### src/rtl/usr_pkg.sv
// usr_pkg
// Shared definitions for the universal shift register:
//   usr_mode_t    - 3-bit operation select, encoded as on the Mode port
//   usr_cnt_width - width of the shift counter (counts 0..WIDTH inclusive)
package usr_pkg;

    typedef enum logic [2:0] {
        MODE_HOLD = 3'b000,
        MODE_LOAD = 3'b001,
        MODE_SHL  = 3'b010,
        MODE_SHR  = 3'b011,
        MODE_ROL  = 3'b100,
        MODE_ROR  = 3'b101,
        MODE_ASR  = 3'b110,
        MODE_CLR  = 3'b111
    } usr_mode_t;

    // The counter must hold WIDTH itself, hence WIDTH+1 distinct values.
    function automatic int usr_cnt_width(input int w);
        return $clog2(w + 1);
    endfunction

endpackage

### src/rtl/usr_bit_cell.sv
// usr_bit_cell
// One storage bit of the universal shift register: an 8:1 next-value mux
// followed by a flop with synchronous active-high reset and clock enable.
// The neighbouring bit values for each shift/rotate flavour are wired up by
// the parent, so the cell itself is position-independent.
// Ports:
//   clk      rising-edge clock
//   rst      synchronous reset, active-high; loads RST_BIT
//   en       clock enable; when 0 the bit holds
//   mode     operation select
//   d        parallel load bit
//   shl_src  value this bit takes on a logical left shift
//   shr_src  value this bit takes on a logical right shift
//   rol_src  value this bit takes on a rotate left
//   ror_src  value this bit takes on a rotate right
//   asr_src  value this bit takes on an arithmetic right shift
//   q        stored bit
//   nxt      value q would take on the next enabled edge (for parity look-ahead)
module usr_bit_cell
    import usr_pkg::*;
#(
    parameter logic RST_BIT = 1'b0
) (
    input  logic      clk,
    input  logic      rst,
    input  logic      en,
    input  usr_mode_t mode,
    input  logic      d,
    input  logic      shl_src,
    input  logic      shr_src,
    input  logic      rol_src,
    input  logic      ror_src,
    input  logic      asr_src,
    output logic      q,
    output logic      nxt
);

    always_comb begin
        nxt = q;
        unique case (mode)
            MODE_HOLD: nxt = q;
            MODE_LOAD: nxt = d;
            MODE_SHL:  nxt = shl_src;
            MODE_SHR:  nxt = shr_src;
            MODE_ROL:  nxt = rol_src;
            MODE_ROR:  nxt = ror_src;
            MODE_ASR:  nxt = asr_src;
            MODE_CLR:  nxt = 1'b0;
            default:   nxt = q;
        endcase
    end

    always_ff @(posedge clk) begin
        if (rst) begin
            q <= RST_BIT;
        end else if (en) begin
            q <= nxt;
        end
    end

endmodule

### src/rtl/univ_shift_reg.sv
// univ_shift_reg
// WIDTH-bit universal shift register with hold, load, logical shifts,
// rotates, arithmetic right shift and clear, plus a saturating counter of
// shift/rotate operations since the last LOAD/CLR/reset.
// Optional feature macro: USR_PARITY_EN adds a registered parity output Par.
// Ports:
//   Clk     rising-edge clock
//   R       synchronous reset, active-high; priority over En and Mode
//   En      clock enable; when 0 all state holds
//   Mode    operation select (usr_mode_t encoding)
//   D       parallel load data
//   Sin_L   serial input for SHL, enters bit 0
//   Sin_R   serial input for SHR, enters bit WIDTH-1
//   Q       register contents
//   Qn      bitwise complement of Q
//   Sout_L  Q[WIDTH-1]
//   Sout_R  Q[0]
//   Cnt     shift/rotate operations since last LOAD/CLR/reset, saturating at WIDTH
//   Done    registered; 1 exactly when Cnt == WIDTH
//   Par     (USR_PARITY_EN only) registered XOR-reduction of Q
module univ_shift_reg
    import usr_pkg::*;
#(
    parameter int               WIDTH     = 8,
    parameter logic [WIDTH-1:0] RESET_VAL = '0
) (
    input  logic                             Clk,
    input  logic                             R,
    input  logic                             En,
    input  logic [2:0]                       Mode,
    input  logic [WIDTH-1:0]                 D,
    input  logic                             Sin_L,
    input  logic                             Sin_R,
    output logic [WIDTH-1:0]                 Q,
    output logic [WIDTH-1:0]                 Qn,
    output logic                             Sout_L,
    output logic                             Sout_R,
    output logic [usr_cnt_width(WIDTH)-1:0]  Cnt,
    output logic                             Done
`ifdef USR_PARITY_EN
    ,
    output logic                             Par
`endif
);

    localparam int                CNT_W   = usr_cnt_width(WIDTH);
    localparam logic [CNT_W-1:0]  CNT_MAX = CNT_W'(WIDTH);

    usr_mode_t        mode;
    logic [WIDTH-1:0] shl_vec;
    logic [WIDTH-1:0] shr_vec;
    logic [WIDTH-1:0] rol_vec;
    logic [WIDTH-1:0] ror_vec;
    logic [WIDTH-1:0] asr_vec;
    logic [WIDTH-1:0] q_nxt;
    logic             counted;

    assign mode = usr_mode_t'(Mode);

    // Candidate next words for each movement; bit i of each vector feeds cell i.
    assign shl_vec = {Q[WIDTH-2:0], Sin_L};
    assign shr_vec = {Sin_R, Q[WIDTH-1:1]};
    assign rol_vec = {Q[WIDTH-2:0], Q[WIDTH-1]};
    assign ror_vec = {Q[0], Q[WIDTH-1:1]};
    assign asr_vec = {Q[WIDTH-1], Q[WIDTH-1:1]};

    for (genvar i = 0; i < WIDTH; i++) begin : g_bit
        usr_bit_cell #(
            .RST_BIT (RESET_VAL[i])
        ) u_cell (
            .clk     (Clk),
            .rst     (R),
            .en      (En),
            .mode    (mode),
            .d       (D[i]),
            .shl_src (shl_vec[i]),
            .shr_src (shr_vec[i]),
            .rol_src (rol_vec[i]),
            .ror_src (ror_vec[i]),
            .asr_src (asr_vec[i]),
            .q       (Q[i]),
            .nxt     (q_nxt[i])
        );
    end

    assign Qn     = ~Q;
    assign Sout_L = Q[WIDTH-1];
    assign Sout_R = Q[0];

    // SHL, SHR, ROL, ROR and ASR advance the counter.
    always_comb begin
        counted = 1'b0;
        unique case (mode)
            MODE_SHL, MODE_SHR, MODE_ROL, MODE_ROR, MODE_ASR: counted = 1'b1;
            default:                                          counted = 1'b0;
        endcase
    end

    // Counter saturates at WIDTH; Done is set on the edge it reaches WIDTH
    // and stays set until LOAD, CLR or reset.
    always_ff @(posedge Clk) begin
        if (R) begin
            Cnt  <= '0;
            Done <= 1'b0;
        end else if (En) begin
            if (mode == MODE_LOAD || mode == MODE_CLR) begin
                Cnt  <= '0;
                Done <= 1'b0;
            end else if (counted && Cnt != CNT_MAX) begin
                Cnt <= Cnt + 1'b1;
                if (Cnt == CNT_MAX - 1'b1) begin
                    Done <= 1'b1;
                end
            end
        end
    end

`ifdef USR_PARITY_EN
    // Parity is taken from the next Q value so it updates on the same edge as Q.
    always_ff @(posedge Clk) begin
        if (R) begin
            Par <= ^RESET_VAL;
        end else if (En) begin
            Par <= ^q_nxt;
        end
    end
`else
    // Look-ahead word is only needed for parity.
    logic unused_nxt;
    assign unused_nxt = ^q_nxt;
`endif

endmodule
### config.mk
export PLATFORM = sky130hd
export DESIGN_NAME = univ_shift_reg
export DESIGN_NICKNAME = d
export VERILOG_FILES = /design/src/rtl/usr_pkg.sv /design/src/rtl/usr_bit_cell.sv /design/src/rtl/univ_shift_reg.sv
export SDC_FILE = /design/constraint.sdc
export NUM_CORES = 1
export LEC_CHECK = 0
export CORE_UTILIZATION = 42
export CTS_CLUSTER_SIZE = 28
export DETAILED_ROUTE_END_ITERATION = 12
export HOLD_SLACK_MARGIN = 0.08
export PLACE_DENSITY_LB_ADDON = 0.05
export SLEW_MARGIN = 20
export SYNTH_ARGS = -nofsm -noshare
export SYNTH_HDL_FRONTEND = slang
export SYNTH_HIERARCHICAL = 1
export SYNTH_SLANG_ARGS = --single-unit
### constraint.sdc
create_clock -name Clk -period 1.4 [get_ports Clk]
set_clock_uncertainty 0.1 [all_clocks]
set_input_delay 0.28 -clock Clk [delete_from_list [all_inputs] [get_ports Clk]]
set_output_delay 0.28 -clock Clk [all_outputs]
set_load 0.05 [all_outputs]
==> results of run 1 <==
worst reg2reg max path, cell delays in order, from the launching register on:
cell,delay [ns]
dfxtp_4,0.35
inv_2,0.04
ha_4,0.15
and3b_1,0.18
or4_4,0.42
a21oi_2,0.12
stage by stage:
step                std cells  hold slack [ns]
floorplan                 118           0.2851
global placement          208           0.3723
detailed placement        208           0.3956
CTS                       215           0.3926
global route              215           0.4130
finish                    215           0.4118
timing repair:
action                                  CTS  global route
endpoints found under the setup margin   15            11
buffers inserted                          3             0
pin swaps                                 1             0
gates resized for setup                  16            12
final timing paths:
| path | from | endpoint | slack (ns) | cells past startpoint |
|---|---|---|---|---|
| setup / recovery | Cnt[0]$_SDFFE_PP0P_ | Cnt[0]$_SDFFE_PP0P_ | -0.02 | 5 |
| hold / removal | Mode[0] | Cnt[2]$_SDFFE_PP0P_ | 0.41 | 4 |
| setup reg to reg | Cnt[0]$_SDFFE_PP0P_ | Cnt[0]$_SDFFE_PP0P_ | -0.02 | 5 |
| hold reg to reg | Done$_SDFFE_PP0P_ | Done$_SDFFE_PP0P_ | 0.41 | 2 |
cell type report:
| class | instances | area [um2] | area share (%) |
|---|---|---|---|
| clock buffer | 4 | 26.28 | 1.212 |
| inverter | 11 | 41.29 | 1.905 |
| multi-input combinational | 92 | 924.6 | 42.67 |
| sequential | 13 | 300.3 | 13.86 |
| tap | 30 | 37.54 | 1.732 |
| timing repair buffer | 65 | 837.1 | 38.63 |
per-layer routing:
| layer | track usage (%) | vias up |
|---|---|---|
| li1 | - | 582 |
| met1 | 29.50 | 595 |
| met2 | 45.96 | 56 |
| met3 | 4.918 | 11 |
| met4 | 14.29 | 0 |
| met5 | 0 | - |
state kept, by name, summed over array words and instances (netlist names):
name,flops
Done,1
Cnt,4
g_bit.u_cell/q,8
placed cells by master, fill, tap and decap left out, drive strengths merged, types with 2 or more instances in the layout:
| cell type | instances |
|---|---|
| ha | 2 |
| clkdlybuf4s50 | 11 |
| inv | 11 |
| a21oi | 4 |
| nand2b | 25 |
| o22ai | 8 |
| mux4 | 8 |
| dlygate4sd2 | 3 |
| clkbuf | 4 |
| mux2i | 25 |
| or4 | 2 |
| nor3 | 2 |
| buf | 51 |
| nand3 | 2 |
| o31ai | 2 |
| dfxtp | 13 |
where the power goes:
part	internal [W]	total, W	switching, W
logic	0.000249	0.000466	0.000217
clock network	0.000111	0.000248	0.000137
registers	0.000368	0.000386	0.0000179
total	0.000728	0.00110	0.000372
==> results.tsv, run 1 <==
stage	metric	value	unit
logic_synthesis	Avg Cell Area, Syn	10.07	um2
setup_path	Top delay family on crit path	simple AND/OR/NAND/NOR gates	
timing	Final Slew Violations	0	
floorplanning	Die Footprint	3047	um2
drt	Vias per Instance	5.786	
drt	DRC	0	
setup_path	CP required	1.52	ns
status	failing checks	setup timing	
drt	met3 wire len	239	um
final_layout	Fillers	151	
timing	final setup violation count	2	
clock_network	clk_lat worst skew	0.29	ns
final_layout	Final Cell Area	2167	um2
setup_path	critical path type	reg2reg	
drt	Routed Antenna Nets	0	
logic_synthesis	post-synthesis net count	136	
clock_network	Clock Path Buffers	2	
place	Placed Instance Area	2041	um2
clock_network	TritonCTS Buffers	3	
place	port buffer count	38	
place	worst slack, placed	-0.4301	ns
power_and_ir_drop	Static Leak	0.8513	nW
drt	DR WL met2	1840	um
setup_path	CP Capture Type	flop	
power_and_ir_drop	Tot Pwr	0.001100	W
final_layout	final core occ	84.41	%
timing	fmax	0.7019	GHz
timing	Tcrit/Tclk final	101.8	%
place	global placer's final weighted congestion	0.7685	
drt	WL final	3614	um
floorplanning	Starting Density	46.30	%
global_route	GRT Total Usage	26.11	%
place	post-DP HPWL	2628	um
timing	RSZ-0062 raised after global routing	true	
floorplanning	Die Wd	55.20	um
setup_path	CP max stage cell	or4_4	
floorplanning	Die Ht	55.20	um
drt	post-DR wirelength/cell	16.81	um
global_route	vias in the first global route	1334	
floorplanning	FP Rows	18	
setup_path	buffers and inverters on the worst path	1	
global_route	grt ovf	0	
logic_synthesis	yosys warns	6	
timing	Final WS setup	-0.02476	ns
final_layout	area growth from synthesis to layout	82.32	%
clock_network	Sink Count	13	
logic_synthesis	Mapped Cells	118	
final_layout	layout cell share with drive strength beyond 1	51.35	%
timing	endpoints failing hold	0	
setup_path	crit path max fanout	2	
drt	WL met1	1431	um
timing	max_slew headroom	78.76	%
final_layout	Ant. Diodes	0	
floorplanning	Core Footprint	2567	um2
power_and_ir_drop	Power Density	507.5	nW/um2
setup_path	CP peak stage delay	0.42	ns
clock_network	# H-tree levels	1	
clock_network	cts hold-fix bufs	0	
run	max_cap viols	0	
worst_hold_path	Worst Hold Class	in2reg	
power_and_ir_drop	Peak VDD IR	0.5926	mV
drt	Detailed Routing Iterations Pass 1	5	
floorplanning	IO Pins	39	
setup_path	crit-path cells	inv_2, ha_4, and3b_1, or4_4, a21oi_2	
drt	Top Layer Used	met4	
status	status	complete, but fails checks	
timing	Tightest Pin Transition	0.3164	ns
global_route	first-pass GRT wire length	6251	um
global_route	initial antenna violation count	0	
setup_path	Worst EP arrival	1.55	ns
drt	initial drt markers	22	
logic_synthesis	mapped cell area	1189	um2
setup_path	startpoint types	flop	
clock_network	Worst-path clk slew	0.08	ns
clock_network	Clock Tree Root	clkbuf_4	
drt	vias	1244	
final_layout	Final nets	204	
global_route	largest net degree at the start of global routing	14	
timing	Final Critical Period	1.425	ns
clock_network	CTS tree	yes	
timing	setup TNS	-0.04826	ns
No activity file was read; power rests on OpenSTA's default activity.
==> inputs of run 2 (changes only) <==
Settings changed: PLACE_DENSITY set to 0.74, PLACE_DENSITY_LB_ADDON 0.05 to not set.
==> run 2 against run 1 <==
The flow still finishes with violations (setup timing). Non-clock buffer count fell by 7. Register-to-register slack got worse by 0.06 ns. Critical endpoint unchanged. Count of clock-buffer cells in the layout did not move. Combinational power fell by 5.4%.
==> results.tsv, run 2 (synthesis results as in run 1) <==
stage	metric	value	unit	change
status	status	complete, but fails checks		
status	failing checks	setup timing		
power_and_ir_drop	Static Leak	0.8116	nW	-4.7%
floorplanning	FP Rows	18		unchanged
setup_path	Worst EP arrival	1.59	ns	+0.04 ns
timing	endpoints failing hold	0		unchanged
setup_path	critical path type	reg2reg		
clock_network	Clock Path Buffers	2		unchanged
place	port buffer count	38		unchanged
clock_network	TritonCTS Buffers	3		unchanged
global_route	GRT Total Usage	22.59	%	-3.5 points
drt	Vias per Instance	5.692		-1.6%
final_layout	post-route insts no fill	208		-3.3%
drt	DRC	0		unchanged
timing	max_slew headroom	77.95	%	-0.81 points
clock_network	Worst-path clk slew	0.09	ns	about the same
final_layout	layout cell share with drive strength beyond 1	47.75	%	-3.6 points
setup_path	Worst R2R Path Depth	5		unchanged
clock_network	Clock Tree Root	clkbuf_4		
final_layout	register bank with the most flops	g_bit.u_cell/q		
timing	fmax	0.6729	GHz	-4.1%
global_route	grt ovf	0		unchanged
floorplanning	Die Wd	55.20	um	unchanged
power_and_ir_drop	Peak VDD IR	0.4114	mV	-31%
global_route	initial antenna violation count	0		unchanged
setup_path	reg2reg setup slack	-0.09	ns	-0.06 ns
drt	Detailed Routing Iterations Pass 1	4		-1
floorplanning	IO Pins	39		unchanged
final_layout	Final nets	197		-3.4%
timing	Final Slew Violations	0		unchanged
worst_hold_path	Worst Hold Class	in2reg		
timing	Final Critical Period	1.486	ns	+0.06142 ns
power_and_ir_drop	Power Density	513.5	nW/um2	+1.2%
final_layout	flip-flop count of the largest register after layout	8		unchanged
setup_path	reg2reg end	Cnt[0]$_SDFFE_PP0P_		
drt	post-DR wirelength/cell	15.63	um	-7.0%
place	Placed Instance Area	1996	um2	-2.2%
setup_path	CP Capture Type	flop		
drt	vias	1184		-4.8%
global_route	vias in the first global route	1198		-10%
final_layout	most frequent cells in the layout	nand2b_1 (25), mux2i_1 (25), buf_12 (25)		
final_layout	Ant. Diodes	0		unchanged
floorplanning	Starting Density	46.30	%	unchanged
place	DP Cell Count	202		-2.9%
clock_network	# H-tree levels	1		unchanged
clock_network	CTS tree	yes		
global_route	largest net degree at the start of global routing	33		+19
setup_path	crit path max fanout	3		+1
final_layout	Final Cell Area	2090	um2	-3.6%
timing	final setup violation count	2		unchanged
floorplanning	Die Footprint	3047	um2	unchanged
worst_hold_path	Worst Hold Launch	Mode[0]		
timing	Tcrit/Tclk final	106.2	%	+4.4 points
timing	Tightest Pin Transition	0.3280	ns	+0.01161 ns
final_layout	area growth from synthesis to layout	75.79	%	
setup_path	startpoint types	flop		
floorplanning	Die Ht	55.20	um	unchanged
drt	Routed Antenna Nets	0		unchanged
worst_hold_path	Worst Hold Depth	4		unchanged
floorplanning	Core Footprint	2567	um2	unchanged
final_layout	Fillers	163		+7.9%
final_layout	biggest regs	g_bit.u_cell/q: 8 flops, Cnt: 4 flops, Done: 1 flops		
timing	worst hold slack	0.3793	ns	-0.03251 ns
place	global placer's final weighted congestion	0.8159		+6.2%
run	max_cap viols	0		unchanged
place	post-DP HPWL	2415	um	-8.1%
setup_path	CP required	1.51	ns	about the same
drt	initial drt markers	39		+77%
setup_path	Worst R2R Start	Cnt[1]$_SDFFE_PP0P_		
worst_hold_path	hold path endpoint	Cnt[2]$_SDFFE_PP0P_		
clock_network	cts hold-fix bufs	0		unchanged
timing	RSZ-0062 raised after global routing	true		
clock_network	clk_lat worst skew	0.28	ns	about the same
drt	WL final	3250	um	-10%
timing	Final WS setup	-0.08618	ns	-0.06142 ns
global_route	first-pass GRT wire length	5561	um	-11%
clock_network	Sink Count	13		unchanged
==> run 2: changes by cell type in the layout (fill, tap and decap cells not counted), sizes merged <==
cell | previous run | this run
buf | 51 | 44
==> run 2: routing by layer <==
layer,vias to the layer above,part of all wire [%],global-route usage [%]
met5,-,0,0
met4,0,0.83,8.214
met3,2,3.2,2.342
met2,31,53,41.48
met1,589,43,26.95
li1,562,-,-
==> run 2: how the worst max path moves through the flow <==
stage	start	to	slack, ns	cells past startpoint
2_1_floorplan	Cnt[0]$_SDFFE_PP0P_	Cnt[0]$_SDFFE_PP0P_	-0.15	5
3_3_place_gp	Mode[1]	Cnt[0]$_SDFFE_PP0P_	-0.41	4
3_5_place_dp	Mode[1]	g_bit[0].u_cell/q$_SDFFE_PP0P_	-0.44	4
4_1_cts	Cnt[1]$_SDFFE_PP0P_	Cnt[0]$_SDFFE_PP0P_	-0.03	5
5_1_grt	Cnt[1]$_SDFFE_PP0P_	Cnt[0]$_SDFFE_PP0P_	-0.12	5
6_report	Cnt[1]$_SDFFE_PP0P_	Cnt[0]$_SDFFE_PP0P_	-0.09	5
==> run 2: metrics by stage <==
step / setup slack [ns] / setup TNS, ns / util (%) / total power [W]
global route: -0.1229 / -0.1808 / 81.38 / 0.001119
CTS: -0.03423 / -0.03423 / 80.51 / 0.001080
finish: -0.08618 / -0.08833 / 81.38 / 0.001073
floorplan: -0.1533 / -0.1533 / - / 0.0005922
detailed placement: -0.4367 / -5.151 / 77.73 / 0.0008286
global placement: -0.4115 / -4.807 / 77.73 / 0.0008183
==> run 2: critical path, cell delays in order, from the launching register on <==
cell and delay, ns:
dfxtp_4 0.35, inv_2 0.04, ha_4 0.15, and3b_1 0.18, or4_4 0.43, a21oi_2 0.15
==> run 2: report_power, final <==
group	total, W	internal (W)	switching (W)
Sequential	0.000390	0.000370	0.0000202
Combinational	0.000441	0.000238	0.000204
Clock	0.000242	0.000110	0.000131
Total	0.00107	0.000718	0.000355
==> run 2: area by class of cell <==
type	count	area, um2	share of cell area (%)
Inverter	11	41.29	1.976
Multi-Input combinational cell	92	903.4	43.23
Timing Repair Buffer	58	784.5	37.54
Tap cell	30	37.54	1.796
Sequential cell	13	296.5	14.19
Clock buffer	4	26.28	1.257
==> run 2: what timing repair did <==
action	CTS	global route
resized for setup	13	9
buffers inserted	2	0
endpoints found under the setup margin	16	10
hold endpoints to repair	0	0
pin swaps	2	0
gates cloned	0	0
==> inputs of run 3 (changes only) <==
Settings changed: CORE_UTILIZATION 42 to 46, PLACE_DENSITY 0.74 to 0.77.
Clock period 1.4 ns to 1.6 ns, I/O delays scaled along.
==> run 3 against run 2 <==
The flow now finishes without violations. Combinational power fell by 18%. First-iteration DRC count fell by 41%. Die area fell by 8.4%. Routed wire length rose by 2.1%. Critical path depth did not move. Cell area fell by 4.4%. Clock power fell by 12%. Flip-flop and latch count did not move. Non-clock buffer count fell by 5. Critical path type unchanged. Critical endpoint unchanged.
==> results.tsv, run 3 (synthesis results as in run 1) <==
stage	metric	value	unit	change
drt	initial drt markers	23		-41%
drt	vias	1183		-0.084%
setup_path	buffers and inverters on the worst path	1		unchanged
setup_path	crit path max fanout	6		+3
clock_network	clk_lat worst skew	0.28	ns	about the same
clock_network	# H-tree levels	1		unchanged
final_layout	Final nets	192		-2.5%
floorplanning	Starting Density	48.42	%	+2.1 points
worst_hold_path	Worst Hold Launch	Done$_SDFFE_PP0P_		
drt	Vias per Instance	5.828		+2.4%
floorplanning	IO Pins	39		unchanged
timing	Tightest Pin Transition	0.3812	ns	+0.05322 ns
floorplanning	Die Wd	52.84	um	-4.3%
final_layout	Ant. Diodes	0		unchanged
place	post-DP HPWL	2349	um	-2.8%
timing	worst hold slack	0.3872	ns	+0.007907 ns
global_route	initial antenna violation count	0		unchanged
global_route	first-pass GRT wire length	5071	um	-8.8%
setup_path	CP Capture Type	flop		
clock_network	Clock Tree Root	clkbuf_4		
drt	post-DR wirelength/cell	16.34	um	+4.6%
setup_path	CP required	1.70	ns	+0.19 ns
place	global placer's final weighted congestion	0.7752		-5.0%
global_route	GRT Total Usage	24.85	%	+2.3 points
setup_path	CP startpoint	Cnt[0]$_SDFFE_PP0P_		
drt	Routed Antenna Nets	0		unchanged
global_route	vias in the first global route	1177		-1.8%
power_and_ir_drop	Tot Pwr	0.0009316	W	-13%
setup_path	Worst EP arrival	1.67	ns	+0.08 ns
final_layout	most frequent cells in the layout	nand2b_1 (25), mux2i_1 (25), buf_12 (25)		
status	status	finished clean		
power_and_ir_drop	Power Density	466.5	nW/um2	-9.1%
clock_network	cts hold-fix bufs	0		unchanged
drt	WL final	3317	um	+2.1%
setup_path	startpoint types	flop		
timing	Final Critical Period	1.562	ns	+0.07612 ns
drt	Detailed Routing Iterations Pass 1	4		unchanged
timing	endpoints failing hold	0		unchanged
setup_path	CP peak stage delay	0.40	ns	-0.03 ns
final_layout	biggest regs	g_bit.u_cell/q: 8 flops, Cnt: 4 flops, Done: 1 flops		
power_and_ir_drop	Peak VDD IR	0.3277	mV	-20%
final_layout	area growth from synthesis to layout	68.00	%	
clock_network	Sink Count	13		unchanged
worst_hold_path	Worst Hold Class	reg2reg		
floorplanning	Die Footprint	2792	um2	-8.4%
setup_path	crit-path cells	inv_1, ha_1, and3b_1, or4_1, a21oi_1		
setup_path	Worst R2R Start	Cnt[0]$_SDFFE_PP0P_		
timing	final setup violation count	0		-2
setup_path	critical path type	reg2reg		
timing	setup TNS	0	ns	+0.08833 ns
final_layout	layout cell share with drive strength beyond 1	39.31	%	-8.4 points
timing	fmax	0.6401	GHz	-4.9%
clock_network	CTS tree	yes		
floorplanning	Die Ht	52.84	um	-4.3%
clock_network	post-CTS setup buffers	0		-2
timing	Tcrit/Tclk final	97.64	%	-8.5 points
run	max_cap viols	0		unchanged
floorplanning	FP Rows	18		unchanged
timing	Final Slew Violations	0		unchanged
final_layout	register bank with the most flops	g_bit.u_cell/q		
drt	DRC	0		unchanged
setup_path	CP max stage cell	dfxtp_4		
place	port buffer count	38		unchanged
global_route	grt ovf	0		unchanged
clock_network	Clock Path Buffers	2		unchanged
final_layout	flip-flop count of the largest register after layout	8		unchanged
setup_path	Top delay family on crit path	simple AND/OR/NAND/NOR gates		
timing	max_slew headroom	74.55	%	-3.4 points
clock_network	Worst-path clk slew	0.08	ns	about the same
global_route	largest net degree at the start of global routing	29		-12%
floorplanning	Core Footprint	2455	um2	-4.4%
clock_network	TritonCTS Buffers	3		unchanged
timing	RSZ-0062 raised after global routing	false		
power_and_ir_drop	Static Leak	0.7857	nW	-3.2%
## run 3: changes by cell type in the layout (fill, tap and decap cells not counted), sizes merged
cell,previous run,this run
buf,44,39
dlygate4sd2,3,1
clkdlybuf4s50,11,12
dlymetal6s2s,0,1
## run 3: final cells by class
class / count / area, um2
Multi-Input combinational cell: 92 / 872.1
Timing Repair Buffer: 53 / 744.5
Inverter: 11 / 41.29
Clock buffer: 4 / 26.28
Sequential cell: 13 / 275.3
Tap cell: 30 / 37.54
Fill cell: 148 / 457.9
## run 3: routing by layer
| metal | wire length [um] | GRT usage, % |
|---|---|---|
| met3 | 173 | 2.609 |
| met4 | 56 | 10.53 |
| met1 | 1404 | 28.50 |
| met5 | 0 | 0 |
| met2 | 1683 | 45.78 |
## run 3: worst paths after layout
| check | to | slack (ns) | depth (start not counted) |
|---|---|---|---|
| worst min register to register | Done$_SDFFE_PP0P_ | 0.39 | 2 |
| worst max-delay path | Cnt[0]$_SDFFE_PP0P_ | 0.04 | 5 |
| worst max register to register | Cnt[0]$_SDFFE_PP0P_ | 0.04 | 5 |
| worst min-delay path | Done$_SDFFE_PP0P_ | 0.39 | 2 |
## run 3: worst min-delay path, cell delays in order, from the launching register on
cell and delay [ns]:
dfxtp_1 0.34, inv_1 0.06, a21oi_1 0.05
## run 3: repair_timing
action / in CTS / in global routing
setup endpoints to repair: 1 / 7
gates resized for setup: 1 / 6
endpoints found under the hold margin: 0 / 0
## run 3: per-stage QoR
stage | worst slack (ns) | util (%) | instance area [um2] | std cells
global placement | -0.2488 | 79.97 | 1963 | 199
finish | 0.03770 | 81.35 | 1997 | 203
floorplan | 0.006747 | - | 1197 | 118
detailed placement | -0.2862 | 79.97 | 1963 | 199
CTS | 0.007846 | 80.99 | 1988 | 203
global route | 0.002981 | 81.35 | 1997 | 203
## run 3: power by group
| part | internal (W) | switching [W] |
|---|---|---|
| combinational | 0.000194 | 0.000166 |
| clock | 0.0000966 | 0.000117 |
| sequential | 0.000333 | 0.0000247 |
